--- config.mk ---
export PLATFORM = sky130hd
export DESIGN_NAME = inst_fetch_unit
export DESIGN_NICKNAME = d
export VERILOG_FILES = /design/src/rtl/inst_fetch_unit.sv
export SDC_FILE = /design/constraint.sdc
export NUM_CORES = 1
export LEC_CHECK = 0
export ABC_AREA = 0
export BUFFER_PORTS_ARGS = -buffer_cell sky130_fd_sc_hd__buf_2
export CAP_MARGIN = 5
export CORE_MARGIN = 3
export CORE_UTILIZATION = 45
export CTS_BUF_LIST = sky130_fd_sc_hd__clkbuf_16
export CTS_CLUSTER_DIAMETER = 40
export DETAILED_ROUTE_END_ITERATION = 7
export MAX_ROUTING_LAYER = met4
export PLACE_DENSITY = 0.65
export RECOVER_POWER = 25
export SLEW_MARGIN = 0
export SYNTH_ARGS = -nofsm -noshare
export SYNTH_HDL_FRONTEND = slang
export SYNTH_SLANG_ARGS = --single-unit
export TNS_END_PERCENT = 1
--- constraint.sdc ---
create_clock -name Clk -period 3.9 [get_ports Clk]
set_input_delay 0.975 -clock Clk [delete_from_list [all_inputs] [get_ports Clk]]
set_output_delay 0.975 -clock Clk [all_outputs]
set_load 0.005 [all_outputs]
--- src/rtl/inst_fetch_unit.sv ---
// Instruction fetch unit: owns the PC, issues single-outstanding fetches and buffers words in a small FIFO.
// Optional macro FETCH_PERF_CNT_EN adds FetchCount/DiscardCount performance counters.
module inst_fetch_unit #(
    parameter int                ADDR_W   = 32,
    parameter logic [ADDR_W-1:0] RESET_PC = '0,
    parameter int                DEPTH    = 2
) (
    input  logic              Clk,
    input  logic              Rst_n,
    output logic              ImemReq,
    output logic [ADDR_W-1:0] ImemAddr,
    input  logic              ImemAck,
    input  logic [31:0]       ImemData,
    input  logic              Redirect,
    input  logic [ADDR_W-1:0] RedirectPC,
    output logic              InstValid,
    input  logic              InstReady,
    output logic [31:0]       Instruction,
    output logic [5:0]        InstCode,
    output logic [ADDR_W-1:0] InstPC
`ifdef FETCH_PERF_CNT_EN
    ,
    output logic [31:0]       FetchCount,
    output logic [31:0]       DiscardCount
`endif
);

    localparam int               PTR_W   = (DEPTH > 1) ? $clog2(DEPTH) : 1;
    localparam int               CNT_W   = PTR_W + 1;
    localparam logic [CNT_W-1:0] DEPTH_C = CNT_W'(DEPTH);

    typedef enum logic [1:0] {IDLE, REQ, DISCARD} state_t;

    state_t            state_q, state_d;
    logic              req_q, req_d;
    logic [ADDR_W-1:0] addr_q, addr_d;
    logic [ADDR_W-1:0] target_q, target_d;
    logic [ADDR_W-1:0] redir_pc;
    logic [PTR_W-1:0]  wr_ptr_q, wr_ptr_d, rd_ptr_q, rd_ptr_d;
    logic [CNT_W-1:0]  count_q, count_d, count_after_pop;
    logic              valid_q, valid_d;
    logic [31:0]       inst_q, inst_d;
    logic [ADDR_W-1:0] ipc_q, ipc_d;
    logic [31:0]       buf_data [DEPTH];
    logic [ADDR_W-1:0] buf_pc [DEPTH];
    logic              ack, push, pop;

    assign redir_pc = {RedirectPC[ADDR_W-1:2], 2'b00};

    // Acks are only meaningful while a request is actually on the bus.
    always_comb begin
        ack             = ImemAck && req_q;
        push            = ack && (state_q == REQ) && !Redirect;
        pop             = InstReady && valid_q && !Redirect;
        count_after_pop = count_q - CNT_W'(pop);
        count_d         = count_after_pop + CNT_W'(push);
        wr_ptr_d        = wr_ptr_q + PTR_W'(push);
        rd_ptr_d        = rd_ptr_q + PTR_W'(pop);
        inst_d          = inst_q;
        ipc_d           = ipc_q;
        if (count_after_pop != '0) begin
            inst_d = buf_data[rd_ptr_d];
            ipc_d  = buf_pc[rd_ptr_d];
        end else if (push) begin
            inst_d = ImemData;
            ipc_d  = addr_q;
        end
        if (Redirect) begin
            count_d  = '0;
            wr_ptr_d = '0;
            rd_ptr_d = '0;
            inst_d   = inst_q;
            ipc_d    = ipc_q;
        end
        valid_d = (count_d != '0);
    end

    always_comb begin
        state_d  = state_q;
        addr_d   = addr_q;
        target_d = target_q;
        case (state_q)
            IDLE: begin
                if (count_q < DEPTH_C) state_d = REQ;
            end
            REQ: begin
                if (ack) begin
                    addr_d  = addr_q + ADDR_W'(4);
                    state_d = (count_d < DEPTH_C) ? REQ : IDLE;
                end
            end
            DISCARD: begin
                if (ack) begin
                    addr_d  = target_q;
                    state_d = REQ;
                end
            end
            default: state_d = REQ;
        endcase
        // An un-acked request must complete on the old address before the new target is used.
        if (Redirect) begin
            if (state_q == DISCARD) begin
                if (ack) begin
                    addr_d  = redir_pc;
                    state_d = REQ;
                end else begin
                    target_d = redir_pc;
                end
            end else if (req_q && !ack) begin
                addr_d   = addr_q;
                target_d = redir_pc;
                state_d  = DISCARD;
            end else begin
                addr_d  = redir_pc;
                state_d = REQ;
            end
        end
        req_d = (state_d != IDLE);
    end

    always_ff @(posedge Clk or negedge Rst_n) begin
        if (!Rst_n) begin
            state_q  <= REQ;
            req_q    <= 1'b0;
            addr_q   <= RESET_PC;
            target_q <= RESET_PC;
            wr_ptr_q <= '0;
            rd_ptr_q <= '0;
            count_q  <= '0;
            valid_q  <= 1'b0;
            inst_q   <= '0;
            ipc_q    <= '0;
        end else begin
            state_q  <= state_d;
            req_q    <= req_d;
            addr_q   <= addr_d;
            target_q <= target_d;
            wr_ptr_q <= wr_ptr_d;
            rd_ptr_q <= rd_ptr_d;
            count_q  <= count_d;
            valid_q  <= valid_d;
            inst_q   <= inst_d;
            ipc_q    <= ipc_d;
        end
    end

    always_ff @(posedge Clk) begin
        if (push) begin
            buf_data[wr_ptr_q] <= ImemData;
            buf_pc[wr_ptr_q]   <= addr_q;
        end
    end

    assign ImemReq     = req_q;
    assign ImemAddr    = addr_q;
    assign InstValid   = valid_q;
    assign Instruction = inst_q;
    assign InstCode    = inst_q[31:26];
    assign InstPC      = ipc_q;

`ifdef FETCH_PERF_CNT_EN
    logic [31:0] fetch_cnt_q, fetch_cnt_d;
    logic [31:0] discard_cnt_q, discard_cnt_d;
    logic        dropped;

    always_comb begin
        dropped       = ack && (Redirect || (state_q == DISCARD));
        fetch_cnt_d   = fetch_cnt_q + 32'(push);
        discard_cnt_d = discard_cnt_q + 32'(dropped) + (Redirect ? 32'(count_q) : 32'd0);
    end

    always_ff @(posedge Clk or negedge Rst_n) begin
        if (!Rst_n) begin
            fetch_cnt_q   <= '0;
            discard_cnt_q <= '0;
        end else begin
            fetch_cnt_q   <= fetch_cnt_d;
            discard_cnt_q <= discard_cnt_d;
        end
    end

    assign FetchCount   = fetch_cnt_q;
    assign DiscardCount = discard_cnt_q;
`endif

endmodule

==> qor.txt <==
CTS H-Tree Depth - 2
GPL Wtd Cong - 0.891
# setup viols final - 0
largest net degree at the start of global routing - 99
failing checks - capacitance limit, slew limit
crit end category - asynchronous set/reset pin
Core Area - 25500 um^2
Overflow after GRT - 0
Post-synth top flop - dfrtp_1
Synth area leader - edfxtp_1
skew final - 0.0158 ns
TritonCTS clock tree - built
hold buffer count at cts - 0
Die Y - 168 um
Starting Density - 0.464
final hold vios - 0
Iteration-0 DRC Markers - 681
Post-Synthesis Cells - 1056
initial antenna violation count - 1
final worst-path cycle share - 0.712
max cap viols - 1
post-synthesis average cell area - 11.2 um^2
status - finished, violations left
CTS Sinks - 262
Worst slew margin - -0.697
setup_tns - 0 ns
Post-CTS Setup Inserts - 0
syn nets - 1134
Layout area overhead - 21.9%
clock buffer depth - 3
vias - 8989
TritonCTS Buffers - 39
total track usage - 0.222
Initial DRT Pass Iterations - 5
HP Class - register to register
RSZ-0062 raised after global routing - false
Pleak - 5.61 nW
PwrDens - 810 nW/um^2
Die W - 168 um
hpwl dp - 19500 um
Layout Nets - 1291
Distinct cells, synth - 70
Worst-path clk slew - 0.05 ns
crit-path max cell delay - 1.77 ns
vias in the first global route - 8821
number of synthesized flops with an enable pin - 128
Skew-Pair Late Insertion Delay - 0.53 ns
Synth top area share - 0.325
crit start category - input port
min cycle time layout - 2.78 ns
via density per instance - 5.71
total die area - 28200 um^2
Synth area leaders - edfxtp_1 33%, dfrtp_1 28%, o21ai_0 6.9%, a211oi_1 4.4%, nand2_1 3.6%
root buffer cell - clkbuf_16
global-route wire length before repair - 49000 um
Worst Max-Slew Pin Slew - 2.54 ns
Synth Warn # - 0
Routed Antenna Nets - 0
I/O Buffers - 170
cts repair resizes - 0
routed len/inst - 19.6 um
critical path class - input port to asynchronous set/reset pin
I/O pins - 173
FMAX - 360 MHz
Crit-path slowest cell - clkbuf_1
Max Transition Viols Final - 43
Seq/Total Area, Yosys - 0.609
ys async rst share - 0.511
Max VDD drop - 0.000462 V
post-route total power - 11.7 mW
Detailed Route WL - 30900 um
Seq cells post-synth - 262
crit path cell chain - clkbuf_1 > buf_4
Top delay family on crit path - buffers and inverters
crit-path max FO - 43
Crit path buffers/inverters - 2
Critical Path AT - 3.43 ns
mapped cell area - 11800 um^2
layout cell share with drive strength beyond 1 - 0.228
Remaining DRCs - 0
Rows - 58
Req. time, crit path - 4.55 ns
final cells by class:
class / count / area (um^2)
well taps: 330 / 413
clock buffers: 39 / 976
flip-flops and latches: 262 / 7200
repair buffers: 200 / 1120
fillers: 2197 / 11100
multi-input cells: 695 / 4260
diodes: 1 / 2.50
clock inverters: 32 / 372
inverters: 15 / 56.3
worst paths after layout:
check | from | end | slack, ns | depth (start not counted)
max | Rst_n | target_q[21] | 1.12 | 2
min | Instruction[11] | Instruction[11] | 0.47 | 2
max reg2reg | state_q[0] | ImemAddr[11] | 1.24 | 8
min reg2reg | Instruction[11] | Instruction[11] | 0.47 | 2
max in group Clk | state_q[0] | ImemAddr[11] | 1.24 | 8
min in group asynchronous | Rst_n | Instruction[28] | 1.24 | 1
metal layers:
layer  GRT usage  share of wire
met2       0.340           0.46
met4      0.0669          0.025
met1       0.308           0.46
met3      0.0352          0.057
met5           -              0
worst min-delay path, cell delays in order, from the launching register on:
cell and delay, ns:
dfrtp_1 0.33, nand2_1 0.04, o21ai_0 0.05
cells in the final DEF, fill, tap and decap left out, drive strengths merged, types with 14 or more instances in the layout:
master / synthesis / layout
mux2: 31 / 31
edfxtp: 128 / 128
nand3: 18 / 18
o21ai: 165 / 165
a211oi: 70 / 70
nor2b: 65 / 65
and3: 14 / 14
a21oi: 34 / 34
nand2: 115 / 115
dfrtp: 133 / 133
clkinv: 1 / 18
nor3: 14 / 14
buf: 24 / 167
inv: 14 / 21
clkbuf: 60 / 72
nor2: 25 / 25
metrics by stage:
| stage | std cells | util | setup slack [ns] | hold WS (ns) | instance area [um^2] |
|---|---|---|---|---|---|
| after floorplan | 1056 | - | 0.264 | 0.471 | 11800 |
| after global placement | 1502 | 0.514 | 0.759 | 0.456 | 13100 |
| after CTS | 1573 | 0.567 | 1.23 | 0.383 | 14400 |
| final | 1574 | 0.565 | 1.12 | 0.468 | 14400 |
| after detailed placement | 1502 | 0.514 | 0.730 | 0.466 | 13100 |
| after global routing | 1574 | 0.565 | 0.580 | 0.495 | 14400 |
power breakdown:
group,total (mW),internal (mW),switching (mW)
Combinational,3.54,1.44,2.10
Clock,3.56,2.26,1.30
Sequential,4.57,3.81,0.759
Total,11.7,7.50,4.17
registers in the layout (all words and copies together), names as in the netlist, named ones only:
| signal | cells |
|---|---|
| InstValid | 1 |
| ImemAddr | 30 |
| target_q | 30 |
| buf_data | 64 |
| rd_ptr_q | 1 |
| count_q | 2 |
| Instruction | 32 |
| state_q | 2 |
| ImemReq | 1 |
| buf_pc | 64 |
| InstPC | 32 |
| wr_ptr_q | 1 |
cells by family after synthesis:
logic type | Yosys count | share of synthesized area
muxes | 32 | 0.0304
AOI/OAI and AO/OA | 346 | 0.182
xor gates and xnor gates | 6 | 0.00445
and+or+nand+nor | 302 | 0.130
DFF | 262 | 0.609
buffers and inverters | 99 | 0.0352
adders and majority gates | 9 | 0.00953
synthesized netlist by cell type, drive strengths merged (4+ instances only):
cell      n
o21ai   165
dfrtp   133
edfxtp  128
nand2   115
a211oi   70
nor2b    65
clkbuf   60
a21oi    34
mux2     31
nor2     25
buf      24
nand3    18
and3     14
inv      14
nor3     14
nand4    11
nor4     11
and2      9
ha        9
o22ai     9
a31oi     8
o21a      7
or3       7
and4      5
o221ai    5
o211ai    4
o31a      4
No activity file was read; power rests on OpenSTA's default activity.
